===== config.mk =====
export PLATFORM = sky130hd
export DESIGN_NAME = mips_register_file
export DESIGN_NICKNAME = d
export VERILOG_FILES = /design/src/rtl/mips_register_file.sv
export SDC_FILE = /design/constraint.sdc
export NUM_CORES = 2
export LEC_CHECK = 0
export ABC_AREA = 1
export CAP_MARGIN = 10
export CORE_MARGIN = 2
export CORE_UTILIZATION = 40
export DETAILED_ROUTE_END_ITERATION = 12
export MAX_ROUTING_LAYER = met4
export PLACE_DENSITY = 0.64
export SETUP_SLACK_MARGIN = 0.3
export SLEW_MARGIN = 20
export SYNTH_ARGS = -nofsm -noshare
export SYNTH_HDL_FRONTEND = slang
export SYNTH_SLANG_ARGS = --single-unit
export TNS_END_PERCENT = 100

===== constraint.sdc =====
create_clock -name clk -period 41 [get_ports clk]
set_clock_uncertainty 0.15 [all_clocks]
set_input_delay 12.3 -clock clk [delete_from_list [all_inputs] [get_ports clk]]
set_output_delay 12.3 -clock clk [all_outputs]
set_load 0.05 [all_outputs]

===== src/rtl/mips_register_file.sv =====
// 32 x 32-bit MIPS general-purpose register file.
// Two combinational read ports (rs/rt) and one synchronous write port (rd/rt).
// Register 0 is the hardwired $zero: it is never written and always reads 0.
module mips_register_file #(
  parameter int DATA_WIDTH = 32,
  parameter int ADDR_WIDTH = 5
) (
  input  logic                  clk,
  input  logic                  rst,
  input  logic [ADDR_WIDTH-1:0] r_a1,
  input  logic [ADDR_WIDTH-1:0] r_a2,
  input  logic [ADDR_WIDTH-1:0] w_a3,
  input  logic [DATA_WIDTH-1:0] w_d,
  input  logic                  w_e3,
  output logic [DATA_WIDTH-1:0] r_d1,
  output logic [DATA_WIDTH-1:0] r_d2
);

  localparam int DEPTH = 2 ** ADDR_WIDTH;

  logic [DATA_WIDTH-1:0] regs_q [DEPTH];
  logic [DATA_WIDTH-1:0] regs_d [DEPTH];
  logic                  wr_en;

  // Writes to address 0 are dropped here, so entry 0 only ever holds its reset value.
  assign wr_en = w_e3 && (w_a3 != '0);

  // Next-state array: current contents with at most one entry replaced.
  always_comb begin
    // NOTE: every always_comb output gets a full default first, so no path leaves it unassigned (no latch).
    regs_d = regs_q;
    if (wr_en) begin
      regs_d[w_a3] = w_d;
    end
  end

  // Storage: cleared asynchronously on rst, otherwise loads the next-state array each edge.
  always_ff @(posedge clk or posedge rst) begin
    if (rst) begin
      // NOTE: this memory is reset on purpose; architectural state must read 0 right after reset,
      // which forces flops rather than a RAM macro.
      for (int i = 0; i < DEPTH; i++) begin
        // NOTE: non-blocking assignment for all sequential state, so every flop samples pre-edge values.
        regs_q[i] <= '0;
      end
    end else begin
      regs_q <= regs_d;
    end
  end

  // Read port 1: zero-latency lookup of the stored value, no bypass of w_d; $zero forced to 0.
  always_comb begin
    r_d1 = regs_q[r_a1];
    if (r_a1 == '0) begin
      r_d1 = '0;
    end
  end

  // Read port 2: independent of port 1, same rules.
  always_comb begin
    r_d2 = regs_q[r_a2];
    if (r_a2 == '0) begin
      r_d2 = '0;
    end
  end

endmodule


==> metrics.md <==
| Metric | Value |
|---|---|
| Status | `completed` |
| Synth Area per Inst | `6.79 um2` |
| RSZ-0062 raised after global routing | `false` |
| CTS sink cnt | `around 1000` |
| Min-delay worst type | `reg2reg` |
| Required time worst endpoint | `approximately 29 ns` |
| Layout area overhead | `9.86%` |
| Total CTS buffers | `roughly 120` |
| Critical Path AT | `18.03 ns` |
| Fin crit share | `74.4%` |
| DRT iter0 DRCs | `roughly 7700` |
| Leakage | `a little under 30 nW` |
| CP top delay family | `buffers and inverters` |
| WL final | `215000 um` |
| Gr usage total | `30.4%` |
| Internal | `between 2 and 2.5 mW` |
| Layout cell share with drive strength beyond 1 | `under 10%` |
| Critical Path Fanout Max | `roughly 120` |
| Num rows | `~140` |
| Mapped Cells | `8297` |
| WHS | `0.246 ns` |
| Post-detail-place hpwl | `around 110000 um` |
| Final Critical Period | `30.48 ns` |
| Grt total ovfl | `0` |
| Final setup violation count | `0` |
| Crit path buf inv count | `6` |
| Drt drc | `0` |
| Top reg by flops | `regs_q` |
| Reg2reg path depth | `2` |
| Setup TNS | `0 ns` |
| Number of port buffers | `about 110` |
| Core Area | `about 140000 um2` |
| Hold depth | `0` |
| Max_cap viols | `0` |
| Sequential Power Share | `44.2%` |
| Post-cts resize count | `0` |
| Initial antenna violation count | `2` |
| Clock network fraction of design power | `36.3%` |
| Synth Register Bits | `1024` |
| Top Usage Layer GRT | `met2` |
| Element type at the critical path end | `primary output` |
| Synthesized cell area | `approximately 56000 um2` |
| Wire per inst | `around 22 um` |
| Initial core utilization | `roughly two fifths` |
| Startpoint Class | `primary input` |
| End of the worst register-to-register path | `regs_q[553]$_DFFE_PP0P_` |
| First-pass GRT wire length | `about 330000 um` |
| Footprint of the multi-input gates | `~28000 um2` |
| DR pass1 iterations | `6` |
| Nets | `between 7000 and 8000` |
| Dpl cell area | `just under 60000 um2` |
| VDD IR-drop max | `around 0.033 mV` |
| Vias/cell | `5.79` |
| Worst hold path endpoint | `regs_q[1003]$_DFFE_PP0P_` |
| Clock transition at path regs | `0.05 ns` |
| Largest net degree at the start of global routing | `around 190` |
| M3 GR Usage | `~5.0%` |
| Logic pwr share | `19.5%` |
| Slowest CP cell | `clkdlybuf4s50_1` |
| R2R setup slack | `40.06 ns` |
| P_sw | `about 990 uW` |
| Max FFs per register | `1024` |
| Worst skew pair latency | `approximately 0.75 ns` |
| RR Startpoint | `regs_q[553]$_DFFE_PP0P_` |
| GP Congestion | `about 0.83` |
| Met2 Usage GRT | `45.7%` |
| Max Freq | `approximately 0.033 GHz` |
| Max Root-Sink Buffers | `3` |
| Syn Nets | `between 8000 and 9000` |
| Die span in x | `about 380 um` |
| Post-CTS setup buffer count | `0` |
| Slew HR | `a little under a fifth` |
| Cell mode on critical path | `nand2_1` |
| Layout Cell Area excl Fill | `61900 um2` |
| Min-delay src | `regs_q[1003]$_DFFE_PP0P_` |
| Via count | `around 57000` |
| Final Slew Violations | `0` |
| Power density cells | `just under 50 nW/um2` |
| Register Area | `roughly 26000 um2` |
| Die area | `144000 um2` |
| Worst setup path class | `in2out` |
| Hold buffer count at cts | `0` |
| Final hold violation count | `0` |
| Yosys cell types | `17` |
| M1 GR Usage | `between 40% and 50%` |
| Cell Chain, Critical Path | `buf_8 -> inv_8 -> buf_4 -> buf_4 -> buf_4 -> nand2_1 -> nand3_1 -> nand3_1 -> nand2_1 -> nand2_1 -> nand3_1 -> nand2_1 -> nor2_1 -> clkdlybuf4s50_1` |
| Clock Tree Root | `clkbuf_16` |
| Warnings, synthesis | `0` |
| Largest stage delay, worst path | `0.92 ns` |
| Worst slew pin tran | `1.22 ns` |
| CTS H-tree depth | `3` |
| Sequential share of the synthesized area | `45.5%` |
| Top Registers | `regs_q: 1024 flops` |
| CTS tree | `done` |
| Vias in the first global route | `roughly 53000` |
| Switch share | `between 30 and 40%` |
| I/O pins | `114` |
| ANT nets after route | `0` |
| Chip height | `between 300 and 400 um` |
| FILL cells | `approximately 14000` |
-- metrics by stage --
stage                     cells  utilization, %  power [mW]  worst slack, ns
final                      9814            44.3        3.06            10.52
after global routing       9814            44.3        3.22            10.43
after CTS                  9812            44.3        3.06            10.73
after detailed placement   9597            41.4        1.95            10.74
after global placement     9597            41.4        1.93            10.79
after floorplan            8297               -        1.78            14.39
-- cell usage after synthesis --
cell      count  area (um2)
nor3b_1       1        7.51
o21ai_0     920        4600
inv_1        73         274
nand3_1    1388        6950
dfrtp_1    1024       25600
a21oi_1     266        1330
clkbuf_1    640        2400
buf_1        46         173
nor2_2        4        25.0
nor4_4        1        21.3
nor2_1      432        1620
nand2_1    3366       12600
buf_2        74         370
nor3_1        9        45.0
o21ai_1      42         210
inv_2         9        33.8
clkinv_1      2        7.51
-- power groups by stage --
stage | clock [mW] | sequential (mW) | combinational (mW)
final | 1.11 | 1.35 | 0.595
after floorplan | 0 | 1.33 | 0.451
after global placement | 0 | 1.36 | 0.574
after CTS | 1.12 | 1.35 | 0.590
after global routing | 1.16 | 1.38 | 0.681
after detailed placement | 0 | 1.36 | 0.588
-- layer usage --
layer / share of wire (%) / vias to the layer above
li1: - / 25991
met1: 42 / 27095
met2: 44 / 3190
met3: 10 / 532
met4: 4.1 / 0
met5: 0 / -
-- worst max path at each step --
stage / from / endpoint / slack [ns] / depth (start not counted)
after floorplan: r_a2[0] / r_d2[21] / 14.39 / 11
after global placement: r_a2[0] / r_d2[11] / 10.79 / 14
after detailed placement: r_a2[0] / r_d2[11] / 10.74 / 14
after CTS: r_a2[0] / r_d2[11] / 10.73 / 14
after global routing: r_a2[0] / r_d2[11] / 10.43 / 14
final: r_a2[0] / r_d2[10] / 10.52 / 14
-- cell type report --
type / instances / area share [%]
Multi-Input combinational cell: 6429 / 44.8
Sequential cell: 1024 / 41.4
Inverter: 84 / 0.588
Tap cell: 1876 / 3.79
Clock buffer: 161 / 5.49
Clock inverter: 54 / 1.06
Antenna cell: 1 / 0.00404
Timing Repair Buffer: 185 / 2.91
-- kinds of logic (layout without fill, tap and decap cells) --
| family | after synthesis | in the layout | synth area share (%) |
|---|---|---|---|
| buf+inv | 844 | 484 | 5.79 |
| other cells | 0 | 1 | 0 |
| flops | 1024 | 1024 | 45.5 |
| simple gates | 5201 | 5201 | 37.8 |
| compound gates | 1228 | 1228 | 10.9 |
-- layout by cell type, fill, tap and decap left out, drive strengths merged --
master,Yosys,final
clkdlybuf4s50,0,103
a21oi,266,266
nor3,9,9
buf,120,82
nand2,3366,3366
nor2,436,436
nand3,1388,1388
bufinv,0,13
inv,82,86
nor4,1,1
clkbuf,640,161
o21ai,962,962
nor3b,1,1
diode,0,1
clkinvlp,0,9
dfrtp,1024,1024
clkinv,2,30
No activity file was read; power rests on OpenSTA's default activity.
